## config.mk

```make
export PLATFORM = sky130hd
export DESIGN_NAME = mem_port_arbiter
export DESIGN_NICKNAME = d
export VERILOG_FILES = /design/src/rtl/mem_port_arbiter.sv
export SDC_FILE = /design/constraint.sdc
export NUM_CORES = 1
export LEC_CHECK = 0
export CAP_MARGIN = 20
export CELL_PAD_IN_SITES_DETAIL_PLACEMENT = 1
export CELL_PAD_IN_SITES_GLOBAL_PLACEMENT = 2
export CORE_UTILIZATION = 27
export CTS_BUF_LIST = sky130_fd_sc_hd__clkbuf_4
export CTS_CLUSTER_SIZE = 40
export DETAILED_ROUTE_END_ITERATION = 16
export GPL_TIMING_DRIVEN = 0
export PLACE_DENSITY = 0.83
export SLEW_MARGIN = 40
export SYNTH_ARGS = -nofsm -noshare
export SYNTH_HDL_FRONTEND = slang
export SYNTH_SLANG_ARGS = --single-unit
```

## constraint.sdc

```tcl
create_clock -name clk_i -period 1.81 [get_ports clk_i]
set_input_delay 0.362 -clock clk_i [delete_from_list [all_inputs] [get_ports clk_i]]
set_output_delay 0.362 -clock clk_i [all_outputs]
set_load 0.01 [all_outputs]
```

## src/rtl/mem_port_arbiter.sv

```systemverilog
// Single-port memory arbiter: instruction fetch and load/store share one memory.
// Optional wait-state watchdog enabled by defining ARB_TIMEOUT_EN.
module mem_port_arbiter #(
    parameter int ADDR_W         = 32,
    parameter int DATA_W         = 32,
    parameter int MAX_DATA_BURST = 4,
    parameter int TIMEOUT_CYCLES = 255
) (
    input  logic              clk_i,
    input  logic              rst_ni,
    input  logic              instr_req_i,
    input  logic [ADDR_W-1:0] instr_addr_i,
    output logic [DATA_W-1:0] instr_rdata_o,
    output logic              instr_done_o,
    output logic              fetch_stall_o,
    input  logic              data_req_i,
    input  logic              data_we_i,
    input  logic [ADDR_W-1:0] data_addr_i,
    input  logic [DATA_W-1:0] data_wdata_i,
    output logic [DATA_W-1:0] data_rdata_o,
    output logic              data_done_o,
    output logic              data_stall_o,
    output logic              mem_req_o,
    output logic              mem_we_o,
    output logic [ADDR_W-1:0] mem_addr_o,
    output logic [DATA_W-1:0] mem_wdata_o,
    input  logic [DATA_W-1:0] mem_rdata_i,
    input  logic              mem_rdy_i,
    output logic              mem_err_o
);

    typedef enum logic [1:0] {
        IDLE   = 2'd0,
        WAIT_I = 2'd1,
        WAIT_D = 2'd2
    } state_t;

    localparam int BW = $clog2(MAX_DATA_BURST + 1);
    localparam logic [BW-1:0] BURST_MAX = BW'(MAX_DATA_BURST);
    localparam logic [DATA_W-1:0] TIMEOUT_RDATA = DATA_W'(32'hDEAD_BEEF);

    state_t            state_q, state_d;
    logic              mem_req_q, mem_req_d;
    logic              mem_we_q, mem_we_d;
    logic [ADDR_W-1:0] mem_addr_q, mem_addr_d;
    logic [DATA_W-1:0] mem_wdata_q, mem_wdata_d;
    logic [DATA_W-1:0] instr_rdata_q, instr_rdata_d;
    logic [DATA_W-1:0] data_rdata_q, data_rdata_d;
    logic              instr_done_q, instr_done_d;
    logic              data_done_q, data_done_d;
    logic [BW-1:0]     burst_cnt_q, burst_cnt_d;
    logic              grant_data_s;
    logic              grant_instr_s;
    logic              timeout_hit_s;
    logic              wait_clr_s;

`ifdef ARB_TIMEOUT_EN
    localparam int TW = (TIMEOUT_CYCLES > 1) ? $clog2(TIMEOUT_CYCLES + 1) : 1;
    localparam logic [TW-1:0] WAIT_LAST = TW'(TIMEOUT_CYCLES - 1);

    logic [TW-1:0] wait_cnt_q, wait_cnt_d;
    logic          mem_err_q, mem_err_d;

    assign timeout_hit_s = (state_q != IDLE) && !mem_rdy_i && (wait_cnt_q == WAIT_LAST);

    // Wait-state counter and sticky error flag next state
    always_comb begin
        wait_cnt_d = wait_cnt_q;
        mem_err_d  = mem_err_q;
        if (wait_clr_s) begin
            wait_cnt_d = '0;
        end else if ((state_q != IDLE) && !mem_rdy_i) begin
            wait_cnt_d = wait_cnt_q + TW'(1);
        end else begin
            wait_cnt_d = wait_cnt_q;
        end
        if (timeout_hit_s) begin
            mem_err_d = 1'b1;
        end else begin
            mem_err_d = mem_err_q;
        end
    end

    // Watchdog registers
    always_ff @(posedge clk_i or negedge rst_ni) begin
        if (!rst_ni) begin
            wait_cnt_q <= '0;
            mem_err_q  <= 1'b0;
        end else begin
            wait_cnt_q <= wait_cnt_d;
            mem_err_q  <= mem_err_d;
        end
    end

    assign mem_err_o = mem_err_q;
`else
    assign timeout_hit_s = 1'b0;
    assign mem_err_o     = 1'b0;
`endif

    // Data has priority until it has taken MAX_DATA_BURST grants over a waiting fetch
    assign grant_data_s  = data_req_i && !(instr_req_i && (burst_cnt_q == BURST_MAX));
    assign grant_instr_s = instr_req_i && !grant_data_s;
    assign wait_clr_s    = (state_q == IDLE) && (grant_data_s || grant_instr_s);

    // Arbitration FSM next state and registered-output next values
    always_comb begin
        state_d       = state_q;
        mem_req_d     = mem_req_q;
        mem_we_d      = mem_we_q;
        mem_addr_d    = mem_addr_q;
        mem_wdata_d   = mem_wdata_q;
        instr_rdata_d = instr_rdata_q;
        data_rdata_d  = data_rdata_q;
        instr_done_d  = 1'b0;
        data_done_d   = 1'b0;
        burst_cnt_d   = burst_cnt_q;
        case (state_q)
            IDLE: begin
                if (grant_data_s) begin
                    state_d     = WAIT_D;
                    mem_req_d   = 1'b1;
                    mem_we_d    = data_we_i;
                    mem_addr_d  = data_addr_i;
                    mem_wdata_d = data_wdata_i;
                    if (!instr_req_i) begin
                        burst_cnt_d = '0;
                    end else if (burst_cnt_q != BURST_MAX) begin
                        burst_cnt_d = burst_cnt_q + BW'(1);
                    end else begin
                        burst_cnt_d = burst_cnt_q;
                    end
                end else if (grant_instr_s) begin
                    state_d     = WAIT_I;
                    mem_req_d   = 1'b1;
                    mem_we_d    = 1'b0;
                    mem_addr_d  = instr_addr_i;
                    burst_cnt_d = '0;
                end else begin
                    state_d = IDLE;
                end
            end
            WAIT_I: begin
                if (mem_rdy_i) begin
                    state_d       = IDLE;
                    mem_req_d     = 1'b0;
                    instr_rdata_d = mem_rdata_i;
                    instr_done_d  = 1'b1;
                end else if (timeout_hit_s) begin
                    state_d       = IDLE;
                    mem_req_d     = 1'b0;
                    instr_rdata_d = TIMEOUT_RDATA;
                    instr_done_d  = 1'b1;
                end else begin
                    state_d = WAIT_I;
                end
            end
            WAIT_D: begin
                if (mem_rdy_i) begin
                    state_d     = IDLE;
                    mem_req_d   = 1'b0;
                    data_done_d = 1'b1;
                    if (!mem_we_q) begin
                        data_rdata_d = mem_rdata_i;
                    end else begin
                        data_rdata_d = data_rdata_q;
                    end
                end else if (timeout_hit_s) begin
                    state_d     = IDLE;
                    mem_req_d   = 1'b0;
                    data_done_d = 1'b1;
                    if (!mem_we_q) begin
                        data_rdata_d = TIMEOUT_RDATA;
                    end else begin
                        data_rdata_d = data_rdata_q;
                    end
                end else begin
                    state_d = WAIT_D;
                end
            end
            default: begin
                state_d   = IDLE;
                mem_req_d = 1'b0;
            end
        endcase
    end

    // Arbiter state and output registers
    always_ff @(posedge clk_i or negedge rst_ni) begin
        if (!rst_ni) begin
            state_q       <= IDLE;
            mem_req_q     <= 1'b0;
            mem_we_q      <= 1'b0;
            mem_addr_q    <= '0;
            mem_wdata_q   <= '0;
            instr_rdata_q <= '0;
            data_rdata_q  <= '0;
            instr_done_q  <= 1'b0;
            data_done_q   <= 1'b0;
            burst_cnt_q   <= '0;
        end else begin
            state_q       <= state_d;
            mem_req_q     <= mem_req_d;
            mem_we_q      <= mem_we_d;
            mem_addr_q    <= mem_addr_d;
            mem_wdata_q   <= mem_wdata_d;
            instr_rdata_q <= instr_rdata_d;
            data_rdata_q  <= data_rdata_d;
            instr_done_q  <= instr_done_d;
            data_done_q   <= data_done_d;
            burst_cnt_q   <= burst_cnt_d;
        end
    end

    assign mem_req_o     = mem_req_q;
    assign mem_we_o      = mem_we_q;
    assign mem_addr_o    = mem_addr_q;
    assign mem_wdata_o   = mem_wdata_q;
    assign instr_rdata_o = instr_rdata_q;
    assign data_rdata_o  = data_rdata_q;
    assign instr_done_o  = instr_done_q;
    assign data_done_o   = data_done_q;
    assign fetch_stall_o = instr_req_i & ~instr_done_q;
    assign data_stall_o  = data_req_i & ~data_done_q;

endmodule

```

* After elaboration in Yosys (flattened, before gate mapping)
Index checks and enable logic that the tools add are counted.
** Operators by class
- Bitwise gates (word level) :: 5
- Equal/unequal tests :: 7
- Add/sub/neg operators :: 1
- Mux-type cells :: 20
- Reduce and logical (&&, ||, !) cells :: 14
** Operators with widths (count)
- two-way mux 32 bit :: 2
- two-way mux 3 bit :: 4
- two-way mux 1 bit :: 10
- AND reduction 2 bit :: 4
- != test 3 bit (second input constant) :: 2
- one-hot mux 2 bit (3 select lines) :: 1
- AND reduction 3 bit :: 2
- two-way mux 2 bit :: 2
- adder 3 x 1 -> 3 bit (second input constant) :: 1
- equality test 3 bit (second input constant) :: 1
- logical AND 1 bit :: 3
- != test 3 x 2 -> 1 bit (second input constant) :: 1
- NOT 1 bit :: 3
- AND 1 bit :: 2
- equality test 2 x 1 -> 1 bit (second input constant) :: 1
- equality test 2 bit (second input constant) :: 1
- zero test 1 bit :: 2
- zero test 2 bit :: 1
- != test 2 x 1 -> 1 bit (second input constant) :: 1
- one-hot mux 1 bit (2 select lines) :: 1
- nonzero test 2 bit :: 1
- OR reduction 2 bit :: 1
** Storage, ports and cells
- Input port bits :: 134
- Logic and storage cells :: 57
- Register bits :: 137
- Output and inout bits :: 135

* Depth between registers and ports, before layout
- Word-level depth :: 9
- Depth in mapped cells :: 7
- Depth with buffers taken out :: 5

* Worst setup path after synthesis
OpenSTA, ideal clock, no wires.
- Path type :: reg-to-reg
- Start point :: reg state_q[0]
- End point :: reg data_rdata_q[10] (netlist: data_rdata_o[10])
- Arrival time :: 1.447 ns
- Stages on the path, launching flop included :: 8
- Setup time :: 0.125 ns
- Required time :: 1.685 ns
- Slack :: 0.238 ns
- Buffers on the path :: 2
- Clock period less this slack :: 1.572 ns
- Cells stage by stage :: dfrtp_1 -> inv_1 -> ha_1 -> and2_2 -> nand2b_1 -> buf_2 -> buf_6 -> mux2_4
** Between the ends
- Word-level cells in the longest chain between the ends :: 2
** RTL lines
- from (decl) :: line 42 : state_t state_q, state_d;
- from (signal assigned) :: line 202 : state_q <= state_d;
- equality test 2 bit :: line 118 : case (state_q)
- AND reduction 3 bit (no line)
- to (signal assigned) :: line 208 : data_rdata_q <= data_rdata_d;
- to (decl) :: line 48 : logic [DATA_W-1:0] data_rdata_q, data_rdata_d;
Every way passes these cells.
A chain may end at the register's enable or synchronous reset.

* Final worst setup path
- Start point :: reg state_q[0]
- End point :: reg data_rdata_q[2] (netlist: data_rdata_o[2])
The elaborated chain is that of the path after synthesis.

==> reports/results.md <==
| Item | Value | Unit |
| --- | --- | --- |
| Result of the run | completed | - |
| GRT Overall Usage | 16.51 | % |
| Hold WS | 0.1258 | ns |
| Vias per cell | 4.521 | - |
| Horizontal die dimension | 151.3 | um |
| Leading cell type in the layout, fill and taps excluded | sky130_fd_sc_hd__dfrtp_1 | - |
| Type of the worst setup path | flop to flop | - |
| Number of buffers inserted during clock tree synthesis | 17 | - |
| Required time at the endpoint of the critical path | 2.24 | ns |
| Count of synthesis-stage warnings from yosys | 0 | - |
| Top cell by count, worst path | sky130_fd_sc_hd__buf_6 | - |
| Final cycle utilization of the critical path | 94.62 | % |
| Fin Setup TNS | 0 | ns |
| Clock period minus worst slack | 1.713 | ns |
| Synth cell types | 28 | - |
| Filler cell count in the final layout | 2348 | - |
| Std-Cell Core Area | 0.02182 | mm2 |
| Max-slew violation count | 0 | - |
| Final layout net count | 872 | - |
| TritonCTS clock tree | built | - |
| Via total after detailed routing | 4634 | - |
| Total congestion overflow | 0 | - |
| Crit-path slowest cell | sky130_fd_sc_hd__dfrtp_1 | - |
| F_max | 0.5839 | GHz |
| Ranking of synthesized cells by area | sky130_fd_sc_hd__dfrtp_1 (57%), sky130_fd_sc_hd__mux2_2 (11%), sky130_fd_sc_hd__mux2_4 (9.2%) | - |
| Post-route core utilization | 42.42 | % |
| Area Overhead vs Synth | 53.89 | % |
| Worst-Margin Slew | 0.5559 | ns |
| Antenna diode count | 0 | - |
| Worst rel slew slack | 62.94 | % |
| Antenna-violating nets left | 0 | - |
| Buffers on Ports | 266 | - |
| Dominant synthesized flop cell | sky130_fd_sc_hd__dfrtp_1 | - |
| Chain of cells forming the critical path | inv_1 > ha_1 > and2_2 > nand2b_1 > buf_6 > buf_6 > mux2_4 | - |
| Antenna violations before repair | 0 | - |
| Clk root buf | sky130_fd_sc_hd__clkbuf_4 | - |
| Area leader, netlist | sky130_fd_sc_hd__dfrtp_1 | - |
| Syn avg cell area | 13.77 | um2 |
| Max VDD drop | 0.0005576 | V |
| Routed wirelength normalized by instance count | 17.95 | um |
| Core Rows | 54 | - |
| Post-detailed-placement half-perimeter wirelength | 14.02 | mm |
| Total power draw | 14.28 | mW |
| Area share of the leading cell type in the synthesized netlist | 56.99 | % |
| Arrival time worst endpoint | 2.14 | ns |
| Power per Cell Area | 1542 | mW/mm2 |
| R2R Path Start | state_q[0] | - |
| Maximum count of clock buffers along a single path | 2 | - |
| Fraction of layout cells with a size suffix above 1 | 27.11 | % |
| Critical path startpoint category | flop | - |
| Min-delay src | instr_req_i | - |
| Max FO, Critical Path | 10 | - |
| Number of global-route vias before repair | 5347 | - |
| Deepest level of the CTS H-tree | 4 | - |
| Number of buffer and inverter stages on the critical path | 3 | - |
| Number of enable flip-flop cells after synthesis | 0 | - |
| Number of storage elements in the synthesis netlist | 137 | - |
| Share of synthesized flip-flops with an asynchronous set or reset | 100.0 | % |
| Later-pin clock latency in the skew report | 0.54 | ns |
| 1st-pass router iterations | 4 | - |
| Count of endpoints failing hold in the final timing report | 0 | - |
| Cell family with the largest share of critical-path delay | buffers and inverters | - |
| Clock tree sinks | 137 | - |
| Nets in the synthesized netlist | 577 | - |
| DRC violation total after the first TritonRoute iteration | 106 | - |
| Effective utilization at floorplan | 27.57 | % |
| Detailed-route DRC error count | 0 | - |
| Sequential share of the synthesized area | 56.99 | % |
| I/O pins | 269 | - |
| Clock Skews | 0.01825 | ns |
| Path class of the lowest-slack min-delay path | input port to flop | - |
| Setup repair after global routing missed its margin | yes | - |
| Leak | 4.317 | nW |
| Delay of the slowest critical-path stage | 0.41 | ns |
| Beginning of the critical path | state_q[0] | - |
| Wire length of the first global-routing pass | 28.80 | mm |
| Max-cap viol count | 0 | - |
| Final setup viols | 0 | - |
| Most used cells in the layout excluding fill and tap cells | sky130_fd_sc_hd__dfrtp_1 (137), sky130_fd_sc_hd__dlygate4sd2_1 (133), sky130_fd_sc_hd__clkdlybuf4s50_1 (130) | - |
| Synth Instances | 437 | - |
| Largest net degree at the start of global routing | 70 | - |
| Clock-pin slew of the registers on the worst-case setup and hold paths | 0.13 | ns |
| Final routed wirelength across all metal layers | 18.39 | mm |
| Die area | 0.02288 | mm2 |
| Final weighted congestion of routability-driven global placement | 0.7755 | - |
| Chip height | 151.3 | um |
| Total standard cell area after synthesis | 0.006016 | mm2 |
| Kind of end point of the critical path | flop | - |
[Yosys cell counts (3+ instances only)]
| cell | instances |
|---|---|
| sky130_fd_sc_hd__buf_2 | 14 |
| sky130_fd_sc_hd__buf_6 | 11 |
| sky130_fd_sc_hd__clkbuf_1 | 8 |
| sky130_fd_sc_hd__dfrtp_1 | 137 |
| sky130_fd_sc_hd__ha_1 | 6 |
| sky130_fd_sc_hd__inv_1 | 5 |
| sky130_fd_sc_hd__mux2_2 | 59 |
| sky130_fd_sc_hd__mux2_4 | 37 |
| sky130_fd_sc_hd__nand2_1 | 69 |
| sky130_fd_sc_hd__nand2b_1 | 4 |
| sky130_fd_sc_hd__nand4_1 | 32 |
| sky130_fd_sc_hd__nor2b_1 | 3 |
| sky130_fd_sc_hd__o211ai_2 | 30 |
| sky130_fd_sc_hd__o21ai_0 | 4 |
[flip-flops by register name, summed over array words and instances (netlist names)]
signal	count
state_q	2
data_done_o	1
mem_wdata_o	32
burst_cnt_q	3
mem_we_o	1
instr_rdata_o	32
instr_done_o	1
mem_addr_o	32
data_rdata_o	32
mem_req_o	1
[stage by stage]
step | setup slack [ns] | instance area [um2] | std cells
after global routing | -0.01216 | 9258 | 1025
after detailed placement | -0.7310 | 9061 | 984
final | 0.09747 | 9258 | 1025
after global placement | -5.057 | 9029 | 983
after CTS | 0.01558 | 9221 | 1023
after floorplan | 0.2382 | 6016 | 437
[tightest hold or removal path: stages]
cell	delay (ns)
sky130_fd_sc_hd__buf_6	0.12
sky130_fd_sc_hd__nand2_1	0.06
sky130_fd_sc_hd__o22ai_1	0.06
[routing by layer]
| layer | GRT usage (%) | wire, um |
|---|---|---|
| met1 | 18.98 | 7178 |
| met2 | 28.68 | 9477 |
| met3 | 5.211 | 1426 |
| met4 | 5.800 | 311 |
| met5 | 0 | 0 |
[cells by family after synthesis]
family | count (synthesis) | synth area share, %
DFF | 137 | 56.99
muxes | 96 | 20.28
other | 1 | 0.06234
AOI/OAI and AO/OA | 44 | 7.883
and+or+nand+nor | 114 | 9.380
buffers and inverters | 39 | 4.160
adders and majority gates | 6 | 1.248
[power breakdown]
part / internal [mW] / total (mW) / leakage [nW] / switching, mW
clock network: 0.596 / 1.91 / 0.135 / 1.31
registers: 4.57 / 5.41 / 1.64 / 0.832
logic: 3.76 / 6.96 / 2.54 / 3.21
[repair_timing]
| action | 4_1_cts | 5_1_grt |
|---|---|---|
| resized for setup | 141 | 15 |
| endpoints found under the setup margin | 162 | 86 |
| hold endpoints to repair | 68 | 0 |
| pin swaps | 0 | 1 |
| buffers inserted | 6 | 2 |
| hold buffers | 1 | 0 |
[area by class of cell]
type / count / area, um2 / area share, %
buffer: 34 / 267.8 / 2.892
clock buffer: 17 / 127.6 / 1.379
clock inverter: 15 / 132.6 / 1.433
inverter: 5 / 18.77 / 0.2027
multi-input combinational: 261 / 2337 / 25.25
sequential: 137 / 3428 / 37.03
tap: 280 / 350.3 / 3.784
timing repair buffer: 276 / 2595 / 28.03
[worst paths after layout]
path	endpoint	slack, ns	depth (start not counted)
setup / recovery	data_rdata_o[2]	0.1	7
hold / removal	burst_cnt_q[1]	0.13	3
setup reg to reg	data_rdata_o[2]	0.1	7
hold reg to reg	mem_addr_o[9]	0.50	2
max in group asynchronous	mem_wdata_o[6]	0.73	3
min in group asynchronous	instr_rdata_o[4]	0.33	2
No activity file was read; power rests on OpenSTA's default activity.
